### config.mk
export PLATFORM = sky130hd
export DESIGN_NAME = bist_controller
export DESIGN_NICKNAME = d
export VERILOG_FILES = /design/src/rtl/bist_controller.sv
export SDC_FILE = /design/constraint.sdc
export NUM_CORES = 1
export LEC_CHECK = 0
export ABC_CLOCK_PERIOD_IN_PS = 5200
export CORE_ASPECT_RATIO = 0.9
export CORE_MARGIN = 1.5
export CORE_UTILIZATION = 52
export CTS_BUF_LIST = sky130_fd_sc_hd__clkbuf_4 sky130_fd_sc_hd__clkbuf_8 sky130_fd_sc_hd__clkbuf_16
export CTS_CLUSTER_DIAMETER = 150
export DETAILED_ROUTE_END_ITERATION = 8
export HOLD_SLACK_MARGIN = 0.12
export PLACE_DENSITY = 0.83
export SETUP_SLACK_MARGIN = 0.05
export SLEW_MARGIN = 10
export SYNTH_ARGS = -nofsm -noshare
export SYNTH_HDL_FRONTEND = slang
export SYNTH_SLANG_ARGS = --single-unit
### constraint.sdc
create_clock -name clk -period 5.2 [get_ports clk]
set_input_delay 1.04 -clock clk [delete_from_list [all_inputs] [get_ports clk]]
set_output_delay 1.04 -clock clk [all_outputs]
set_load 0.02 [all_outputs]
### src/rtl/bist_controller.sv
// BIST session controller: sequences seed/MISR clear, pattern generation,
// a settle cycle and a signature check, with sticky pass/fail results.
module bist_controller #(
  parameter int unsigned         SIG_W        = 4,
  parameter logic [SIG_W-1:0]    EXPECTED_SIG = SIG_W'(4'b1010),
  parameter int unsigned         CNT_W        = 8
) (
  input  logic             clk,
  input  logic             rst,
  input  logic             start,
  input  logic             abort,
  input  logic [CNT_W-1:0] num_patterns,
  input  logic [SIG_W-1:0] misr_sig,
  output logic             session_clr,
  output logic             gen_en,
  output logic             busy,
  output logic             done,
  output logic             pass,
  output logic             fail,
  output logic [CNT_W-1:0] pat_cnt
);

  localparam logic [CNT_W-1:0] CNT_ZERO = CNT_W'(0);
  localparam logic [CNT_W-1:0] CNT_ONE  = CNT_W'(1);

  typedef enum logic [2:0] {
    S_IDLE   = 3'd0,
    S_CLEAR  = 3'd1,
    S_RUN    = 3'd2,
    S_SETTLE = 3'd3,
    S_CHECK  = 3'd4,
    S_DONE   = 3'd5
  } state_e;

  state_e           state_q, state_d;
  logic [CNT_W-1:0] pat_cnt_q, pat_cnt_d;
  logic [CNT_W-1:0] num_q, num_d;
  logic             pass_q, pass_d;
  logic             fail_q, fail_d;
  logic             busy_c;
  logic             last_pat_c;

  assign last_pat_c = (pat_cnt_q == (num_q - CNT_ONE));

  // State register
  always_ff @(posedge clk or posedge rst) begin
    if (rst) state_q <= S_IDLE;
    else     state_q <= state_d;
  end

  // Next-state logic; abort wins over every busy-state transition
  always_comb begin
    state_d = state_q;
    case (state_q)
      S_IDLE:   if (start) state_d = (num_patterns != CNT_ZERO) ? S_CLEAR : S_DONE;
      S_CLEAR:  state_d = abort ? S_IDLE : S_RUN;
      S_RUN:    state_d = abort ? S_IDLE : (last_pat_c ? S_SETTLE : S_RUN);
      S_SETTLE: state_d = abort ? S_IDLE : S_CHECK;
      S_CHECK:  state_d = abort ? S_IDLE : S_DONE;
      S_DONE:   state_d = S_IDLE;
      default:  state_d = S_IDLE;
    endcase
  end

  // Output decode from the state register only
  always_comb begin
    session_clr = 1'b0;
    gen_en      = 1'b0;
    busy_c      = 1'b0;
    done        = 1'b0;
    case (state_q)
      S_CLEAR:  begin session_clr = 1'b1; busy_c = 1'b1; end
      S_RUN:    begin gen_en      = 1'b1; busy_c = 1'b1; end
      S_SETTLE: busy_c = 1'b1;
      S_CHECK:  busy_c = 1'b1;
      S_DONE:   done   = 1'b1;
      default:  ;
    endcase
    busy = busy_c;
  end

  // Next values for the pattern counter, latched count and sticky results
  always_comb begin
    pat_cnt_d = pat_cnt_q;
    num_d     = num_q;
    pass_d    = pass_q;
    fail_d    = fail_q;
    if (state_q == S_IDLE) begin
      if (start) begin
        num_d     = num_patterns;
        pat_cnt_d = CNT_ZERO;
        pass_d    = 1'b0;
        fail_d    = (num_patterns == CNT_ZERO);
      end
    end else if (busy_c && abort) begin
      pass_d = 1'b0;
      fail_d = 1'b0;
    end else if (state_q == S_RUN) begin
      pat_cnt_d = pat_cnt_q + CNT_ONE;
    end else if (state_q == S_CHECK) begin
      pass_d = (misr_sig == EXPECTED_SIG);
      fail_d = (misr_sig != EXPECTED_SIG);
    end
  end

  // Datapath registers
  always_ff @(posedge clk or posedge rst) begin
    if (rst) begin
      pat_cnt_q <= CNT_ZERO;
      num_q     <= CNT_ZERO;
      pass_q    <= 1'b0;
      fail_q    <= 1'b0;
    end else begin
      pat_cnt_q <= pat_cnt_d;
      num_q     <= num_d;
      pass_q    <= pass_d;
      fail_q    <= fail_d;
    end
  end

  assign pass    = pass_q;
  assign fail    = fail_q;
  assign pat_cnt = pat_cnt_q;

endmodule

==> flow_results.org, run 1 <==
** Clock tree
- Number of gates resized after CTS :: 0
- Hold buffer count at CTS :: 0
- The clock passes through at most 2 buffers.
- Clk slew on worst S/H paths :: approximately 0.12 ns
- Clock Latency Late Sink :: approximately 0.3 ns
- Once the clock tree was built, the setup fixing pass inserted 0 buffers.
- CTS Root Buffer Type :: sky130_fd_sc_hd__clkbuf_4
- TritonCTS clock tree :: done
- In this run the number of H-tree levels came out at 1.
- TritonCTS created 3 clock buffers.
- Total clock sinks :: 21

** STA
- Headroom to the max-slew limit came out at 0.481.
- For the pin with the worst max-slew slack, the measured transition is 0.778 ns.
- Share of the clock period used by the worst path :: 0.580
- Setup total negative slack on the finished layout was measured at 0 ns.
- Post-layout min period :: approximately 3 ns
- Number of max-slew violations in the final report :: 0
- Timing would allow up to approximately 330 MHz.
- Setup Skew :: around 0.013 ns
- Setup repair after global routing left no endpoint under its margin.
- Setup violations remaining at the end of the flow were counted as 0.
- The total count of hold-check failures in the final report was 0.

** Synthesis
- Part of the Yosys area used for sequential elements :: 0.424
- Most frequently used flop master after synthesis :: sky130_fd_sc_hd__dfrtp_1
- Yosys synthesis warning count :: 0
- Post-synth cell types :: 35
- Syn Std Cell Area :: 0.00124 mm²
- Counting flops and latches in the post-synthesis netlist gives 21.
- Net Count, Synth :: 147
- Post-Syn Area per Cell :: roughly 9.6 µm²
- EDFF count, synth :: 0
- Share of synthesized registers carrying an async set or reset :: 1.00
- Synthesis produced roughly 130 cells.

** Finish
- Fill cells in the final layout number between 150 and 200.
- Util after Layout :: 0.711
- The area growth from synthesis to layout is 27.4%.
- Of the cells placed in the final design, the portion with a size suffix greater than 1 is 0.0750.
- In the final design database the tool counted 179 nets.
- The repair_antennas step left the layout with diodes totalling 0.

** Worst setup path
- Worst Setup Start Kind :: register
- Reg-to-Reg Start :: state_q[2]$_DFFE_PP0P_
- STA classifies the critical path endpoint as a primary output.
- Critical Path, Cell by Cell :: nor2_1 -> xnor2_1 -> clkdlybuf4s50_1
- Arrival time at the worst endpoint :: between 1.5 and 2 ns
- CP Max Fanout :: 7
- The largest single stage delay on the critical path is about 0.62 ns.
- Cell with the biggest individual delay on the critical path :: sky130_fd_sc_hd__clkdlybuf4s50_1
- Data on the critical path is required at its endpoint by 4.16 ns.
- In this run the register-to-register setup slack is around 3.4 ns.
- The critical path is of the register to primary output type.
- Worst reg2reg endpoint :: state_q[0]$_DFFE_PP0P_
- The number of cells on the worst reg-to-reg path is 4.

** Power and ir drop
- Of the total power, the clock network draws 0.125.
- The worst-case IR drop observed on VDD is slightly below 300 µV.
- Relative contribution of combinational cells to total power :: 0.474
- For this design the total switching power over the nets is ~0.27 mW.
- Internal power :: between 0.3 and 0.4 mW
- Of the total power, the share spent switching nets is 0.404.
- Leakage :: 0.698 nW
- Fraction of power consumed by sequential logic :: 0.401
- Pwr dens :: between 400 and 500 mW/mm²

** Floorplan
- Die area :: around 0.0027 mm²
- Count of boundary I/O pins :: 30
- Standard-cell rows :: 16
- Starting density of the core :: 0.558
- Measured along the y axis, the die boundary spans roughly 50 µm.
- Measured along the x axis, the die boundary spans around 54 µm.
- Core region area :: between 0.002 and 0.0025 mm²

** Routing
- Detailed-route wire length per cell :: approximately 14 µm
- Number of optimization iterations in the first detailed-route pass :: 4
- Detailed-route vias per instance :: about 5.4
- Number of DRC markers in iteration 0 :: 17
- Final Routed Wirelength :: between 2 and 3 mm
- In this run the remaining antenna-violating nets after routing total 0.
- Post-detailed-route DRC marker count :: 0
- Vias :: 1017

** GRT
- Across every metal layer, demand over resource in global routing totals 0.226.
- Vias in the first global route :: 1000
- The first global-routing pass estimated between 4 and 5 mm of wire.
- Entering global routing, the biggest net connects 24 pins.
- Congestion Overflow GR :: 0
- Initial antenna violation count :: 0

** Placed design
- Final weighted congestion of routability-driven global placement :: roughly 0.84
- During placement, the flow inserted port buffers numbering 29.
- DPL Wire Length :: ~2 mm

** Min path
- Beginning of the worst hold path :: num_q[7]$_DFFE_PP0P_
- Hold EP :: num_q[7]$_DFFE_PP0P_
- The tightest min-delay check is of the register to register type.
- Along the worst hold path, the cell count comes to 2.

** Status
- Status :: completed

** Job
- Max-cap violations in this run came to 0.
how the worst max path moves through the flow:
stage                           startpoint                endpoint  slack, ns  cells after the start
finish              state_q[0]$_DFFE_PP0P_                    busy       2.19                      3
CTS                 state_q[0]$_DFFE_PP0P_                    busy       2.19                      3
global route        state_q[2]$_DFFE_PP0P_                    done       2.08                      3
global placement                     abort  state_q[0]$_DFFE_PP0P_       2.46                      5
floorplan                            abort  state_q[0]$_DFFE_PP0P_       3.01                      4
detailed placement                   abort  state_q[0]$_DFFE_PP0P_       2.39                      5
synth_stat cells (2+ instances only):
master | n | area share
sky130_fd_sc_hd__inv_1 | 5 | 0.015
sky130_fd_sc_hd__xnor2_1 | 8 | 0.057
sky130_fd_sc_hd__nand2_1 | 23 | 0.070
sky130_fd_sc_hd__and3_1 | 3 | 0.015
sky130_fd_sc_hd__o2111ai_1 | 4 | 0.028
sky130_fd_sc_hd__nor4b_2 | 2 | 0.024
sky130_fd_sc_hd__nand3_1 | 2 | 0.0081
sky130_fd_sc_hd__o31a_1 | 2 | 0.014
sky130_fd_sc_hd__mux2_2 | 2 | 0.018
sky130_fd_sc_hd__nor3b_1 | 3 | 0.018
sky130_fd_sc_hd__xor2_1 | 11 | 0.078
sky130_fd_sc_hd__dfrtp_1 | 21 | 0.42
sky130_fd_sc_hd__o21ai_0 | 8 | 0.032
sky130_fd_sc_hd__nor2_1 | 10 | 0.030
sky130_fd_sc_hd__buf_2 | 2 | 0.0081
sky130_fd_sc_hd__nor4_1 | 3 | 0.015
sky130_fd_sc_hd__ha_1 | 2 | 0.020
registers in the layout (all words and copies together) (netlist names):
register,cells
num_q,8
fail,1
pat_cnt,8
pass,1
state_q,3
final cells by class:
type | count | area [µm²] | area share
Inverter | 5 | 18.8 | 0.0119
Multi-Input combinational cell | 100 | 674 | 0.427
Sequential cell | 21 | 526 | 0.333
Clock buffer | 4 | 30.0 | 0.0190
Tap cell | 27 | 33.8 | 0.0214
Timing Repair Buffer | 30 | 298 | 0.188
worst max-delay path, delay by kind of cell, from the launching register on:
family	cells	cell delay, ns
xor gates and xnor gates	1	0.17
buffers and inverters	1	0.62
DFF	1	0.48
and+or+nand+nor	1	0.39
metrics by stage:
step                area [µm²]  setup WS [ns]  hold WS [ns]  std cells  power (mW)
detailed placement        1550           2.39         0.491        183       0.577
finish                    1580           2.19         0.508        187       0.657
global route              1580           2.08         0.536        187       0.707
CTS                       1580           2.19         0.516        187       0.660
floorplan                 1240           3.01         0.465        129       0.482
global placement          1550           2.46         0.481        183       0.567
placed cells by master (no fill, tap or decap), drive strengths merged, types with 3 or more instances in the layout:
| cell type | instances |
|---|---|
| dfrtp | 21 |
| xnor2 | 8 |
| nor4 | 3 |
| o21ai | 8 |
| and3 | 3 |
| o2111ai | 4 |
| clkdlybuf4s50 | 29 |
| nand2 | 23 |
| clkbuf | 4 |
| nor3b | 3 |
| inv | 5 |
| xor2 | 11 |
| nor2 | 10 |
power groups by stage:
stage | combinational, mW | sequential, mW | clock, mW
CTS | 0.312 | 0.263 | 0.0846
global placement | 0.303 | 0.263 | 0
finish | 0.311 | 0.263 | 0.0825
floorplan | 0.219 | 0.262 | 0
global route | 0.344 | 0.272 | 0.0911
detailed placement | 0.310 | 0.267 | 0
routing by layer:
| layer | routed length, µm | share of wire | GRT usage | up-vias |
|---|---|---|---|---|
| met5 | 0 | 0 | 0 | - |
| met4 | 21 | 0.0080 | 0.0583 | 0 |
| met3 | 71 | 0.027 | 0.0583 | 2 |
| met2 | 1230 | 0.47 | 0.347 | 16 |
| met1 | 1280 | 0.49 | 0.311 | 484 |
| li1 | - | - | - | 515 |
kinds of logic (layout without fill, tap and decap cells):
logic type,Yosys count,count (layout),share of synthesized area
simple gates,55,55,0.238
flops,21,21,0.424
compound gates,20,20,0.117
xor+xnor,19,19,0.134
buf+inv,8,39,0.0323
fa+ha+maj,3,3,0.0283
mux,3,3,0.0262
(Power assumes the default switching activity.)
==> run 2, diff against run 1 <==
--- a/config.mk
+++ b/config.mk
@@ -5,15 +5,15 @@
 export SDC_FILE = /design/constraint.sdc
 export NUM_CORES = 1
 export LEC_CHECK = 0
-export ABC_CLOCK_PERIOD_IN_PS = 5200
+export ABC_CLOCK_PERIOD_IN_PS = 2400
 export CORE_ASPECT_RATIO = 0.9
 export CORE_MARGIN = 1.5
-export CORE_UTILIZATION = 52
+export CORE_UTILIZATION = 44
 export CTS_BUF_LIST = sky130_fd_sc_hd__clkbuf_4 sky130_fd_sc_hd__clkbuf_8 sky130_fd_sc_hd__clkbuf_16
 export CTS_CLUSTER_DIAMETER = 150
 export DETAILED_ROUTE_END_ITERATION = 8
 export HOLD_SLACK_MARGIN = 0.12
-export PLACE_DENSITY = 0.83
+export PLACE_DENSITY = 0.75
 export SETUP_SLACK_MARGIN = 0.05
 export SLEW_MARGIN = 10
 export SYNTH_ARGS = -nofsm -noshare
==> constraint.sdc (replaced) <==
create_clock -name clk -period 2.4 [get_ports clk]
set_input_delay 0.48 -clock clk [delete_from_list [all_inputs] [get_ports clk]]
set_output_delay 0.48 -clock clk [all_outputs]
set_load 0.02 [all_outputs]
==> run 2 against run 1 <==
Final cell count is 3.2% higher. Critical path depth did not move. Register-to-register slack got worse by 2.8 ns. Clock power rose by 100%. First-iteration DRC count is 82% higher. Largest cell class unchanged.
==> flow_results.org, run 2 (synthesized netlist as in run 1, its figures left out) <==
** Status
- Status: completed (unchanged).

** STA
- Number of max-slew violations in the final report :: 0 (unchanged)
- Finish-stage setup viols :: 0 (unchanged)
- Setup Skew :: 0.00175 ns (was 0.0132 ns)
- Of the available clock period, the critical path in the final layout requires 0.933.
- FMAX :: about 450 MHz
- After layout, the minimum clock period comes to about 2.2 ns.
- Unrepaired setup endpoints after global routing :: no (unchanged)
- Slew at the pin closest to its max-slew limit :: 0.387 ns (was 0.778 ns)
- The setup TNS after final layout came to 0 ns (unchanged).
- Number of hold violations in the final report :: 0 (unchanged)
- The worst slew margin relative to its limit came to 0.740 (was 0.481).

** Routing
- The final wirelength is 2.66 mm (was 2.61 mm).
- Detailed-route vias per instance :: 5.27 (was 5.44)
- The detailed-route wire length per cell came to 13.8 µm (was 14.0 µm).
- The iteration-0 DRC count of the detailed router came to 31 (was 17).
- Antenna-violating nets left :: 0 (unchanged)
- The total via count in the routed design was 1018 (was 1017).
- Number of optimization iterations in the first detailed-route pass :: 4 (unchanged)
- Post-detailed-route DRC marker count :: 0 (unchanged)

** Power and ir drop
- Fraction of power consumed by sequential logic :: 0.402 (was 0.401)
- Leakage :: 0.710 nW (was 0.698 nW)
- The power share of the combinational group is 0.480 (was 0.474).
- Power dissipated by switching net loads :: 0.579 mW (was 0.265 mW)
- The clock share of power is 0.118 (was 0.125).
- The fraction of power spent switching nets was 0.406 (was 0.404).
- Pwr dens :: 889 mW/mm² (was 416 mW/mm²)
- Maximum ir drop on the vdd rail :: 426 µV (was 298 µV)
- Internal power :: 0.847 mW (was 0.392 mW)

** Clock tree
- Clock buffer depth :: 2 (unchanged)
- The clock insertion delay at the later pin of the skew report was 0.30 ns (about the same).
- TritonCTS clock tree :: done (unchanged)
- The buffers inserted during post-CTS setup optimization was 0 (unchanged).
- CTS Root Buffer Type :: sky130_fd_sc_hd__clkbuf_4 (unchanged)
- Hold buffer count at CTS :: 0 (unchanged)
- The post-cts resize count came to 1 (was 0).
- Clk slew on worst S/H paths :: 0.11 ns (was 0.12 ns)
- The number of buffers inserted during clock tree synthesis came to 3 (unchanged).
- The clock sink total came to 21 (unchanged).
- H-Tree Level Count :: 1 (unchanged)

** Worst setup path
- Worst path bufs/invs :: 2 (was 1)
- The data arrival time at the worst-slack endpoint came to 1.76 ns (was 1.97 ns).
- The standard cell with the maximum stage delay on the critical path is sky130_fd_sc_hd__clkdlybuf4s50_1 (unchanged).
- The critical setup path kind is register to primary output (unchanged).
- Length in cells of the worst reg-to-reg path :: 4 (unchanged)
- Reg-to-Reg Start :: state_q[0]$_DFFE_PP0P_ (was state_q[2]$_DFFE_PP0P_)
- Worst endpoint required time :: 1.92 ns (was 4.16 ns)
- Worst Setup Start Kind :: register (unchanged)
- Critical Path, Cell by Cell :: inv_1 -> nor3b_1 -> clkdlybuf4s50_1 (was nor2_1 -> xnor2_1 -> clkdlybuf4s50_1)
- The worst flop-to-flop path endpoint is state_q[0]$_DFFE_PP0P_ (unchanged).
- The type of destination of the critical path is a primary output (unchanged).
- The reg2reg setup slack is 0.64 ns (was 3.41 ns).
- The maximum fanout count along the critical path is 9 (was 7).
- The largest incremental delay on the critical path is 0.63 ns (was 0.62 ns).
- Number of logic stages on the critical path including buffering :: 3 (unchanged)
- The family with the most delay on the worst path is buffers and inverters (unchanged).

** Floorplan
- The core outline area is 0.00270 mm² (was 0.00222 mm²).
- The x dimension of the die was 59.0 µm (was 54.5 µm).
- Starting density of the core :: 0.459 (was 0.558)
- The total number of placement rows is 18 (was 16).
- Count of boundary I/O pins :: 30 (unchanged)
- The die area was 0.00315 mm² (was 0.00269 mm²).
- DIE HEIGHT :: 53.4 µm (was 49.3 µm)

** Finish
- Share of layout cells above drive strength 1 :: 0.0982 (was 0.0750)
- The total number of nets in the final design is 182 (was 179).
- Antenna diodes :: 0 (unchanged)
- The area added between synthesis and finish came to 29.5% (was 27.4%).
- Util after Layout :: 0.594 (was 0.711)
- Leading cell type in the layout, fill and taps excluded :: sky130_fd_sc_hd__clkdlybuf4s50_1 (unchanged)
- Commonest cells after routing, fill and taps aside :: sky130_fd_sc_hd__clkdlybuf4s50_1 (29), sky130_fd_sc_hd__nand2_1 (23), sky130_fd_sc_hd__dfrtp_1 (20), sky130_fd_sc_hd__xor2_1 (11), sky130_fd_sc_hd__nor2_1 (10) (was sky130_fd_sc_hd__clkdlybuf4s50_1 (29), sky130_fd_sc_hd__nand2_1 (23), sky130_fd_sc_hd__dfrtp_1 (21), sky130_fd_sc_hd__xor2_1 (11), sky130_fd_sc_hd__nor2_1 (10))
- Finished Cell Area :: 0.00161 mm² (was 0.00158 mm²)

** GRT
- Vias in the first global route :: 933 (was 1000)
- The most used routing layer in global routing is met2 (unchanged).
- Met2 layer usage reported by global route :: 0.289 (was 0.347)
- The met3 layer usage reported by global route came to 0.0367 (was 0.0583).
- The wire length of the first global-routing pass came to 4.40 mm (was 4.47 mm).
- Met1 capacity usage during global routing :: 0.268 (was 0.311)
- The initial antenna violation count was 0 (unchanged).
- The pin count of the biggest net entering global routing is 24 (unchanged).
- The total global routing overflow was 0 (unchanged).
- The overall routing resource usage came to 0.188 (was 0.226).

** Placed design
- DPL Wire Length :: 2.07 mm (was 2.01 mm)
- The final estimated routing congestion in global placement is 0.872 (was 0.841).
- The count of buffers inserted at the top-level ports is 29 (unchanged).
- The total placed instance area is 0.00158 mm² (was 0.00155 mm²).

** Job
- The number of max-cap violations is 0 (unchanged).

** Min path
- Path category of the worst min-delay check :: input port to async pin (was register to register)
run 2: cell types whose count changed in the layout (fill, tap and decap cells not counted):
cell,previous run,this run
sky130_fd_sc_hd__buf_4,1,4
sky130_fd_sc_hd__dfrtp_2,0,1
sky130_fd_sc_hd__clkinv_2,0,1
sky130_fd_sc_hd__dfrtp_1,21,20
sky130_fd_sc_hd__clkbuf_4,4,3
run 2: routing by layer:
layer,up-vias,part of all wire
li1,518,-
met1,479,0.49
met2,19,0.47
met3,2,0.034
met4,0,0.0071
met5,-,0
run 2: stage by stage:
stage / power, mW / setup WS [ns] / std cells / hold slack [ns]
after global routing: 1.55 / 0.0596 / 193 / 0.494
after floorplan: 1.04 / 0.735 / 129 / 0.457
after CTS: 1.44 / 0.157 / 193 / 0.493
final: 1.43 / 0.160 / 193 / 0.488
after detailed placement: 1.27 / 0.160 / 189 / 0.491
after global placement: 1.24 / 0.218 / 189 / 0.483
run 2: worst max-delay path by stage:
| stage | startpoint | to |
|---|---|---|
| 6_report | state_q[2]$_DFFE_PP0P_ | done |
| 5_1_grt | state_q[2]$_DFFE_PP0P_ | done |
| 4_1_cts | state_q[2]$_DFFE_PP0P_ | done |
| 3_5_place_dp | abort | state_q[0]$_DFFE_PP0P_ |
| 3_3_place_gp | abort | state_q[0]$_DFFE_PP0P_ |
| 2_1_floorplan | state_q[2]$_DFFE_PP0P_ | state_q[0]$_DFFE_PP0P_ |
run 2: power by group through the flow:
stage / registers (mW) / logic (mW) / clock network [mW]
final: 0.574 / 0.685 / 0.169
after global routing: 0.595 / 0.762 / 0.193
after floorplan: 0.568 / 0.476 / 0
after detailed placement: 0.580 / 0.687 / 0
after CTS: 0.573 / 0.690 / 0.176
after global placement: 0.573 / 0.671 / 0
run 2: area by class of cell:
| cell class | instances | area, µm² |
|---|---|---|
| fillers | 261 | 1100 |
| multi-input cells | 100 | 674 |
| flip-flops and latches | 21 | 527 |
| repair buffers | 33 | 320 |
| well taps | 30 | 37.5 |
| clock buffers | 3 | 22.5 |
| inverters | 5 | 18.8 |
| clock inverters | 1 | 5.00 |
run 2: worst reg2reg max path, cell delays in order (launching register included):
cell	delay, ns
sky130_fd_sc_hd__dfrtp_1	0.48
sky130_fd_sc_hd__or4b_4	0.57
sky130_fd_sc_hd__nor3_2	0.20
sky130_fd_sc_hd__o211ai_1	0.12
sky130_fd_sc_hd__o41ai_2	0.31
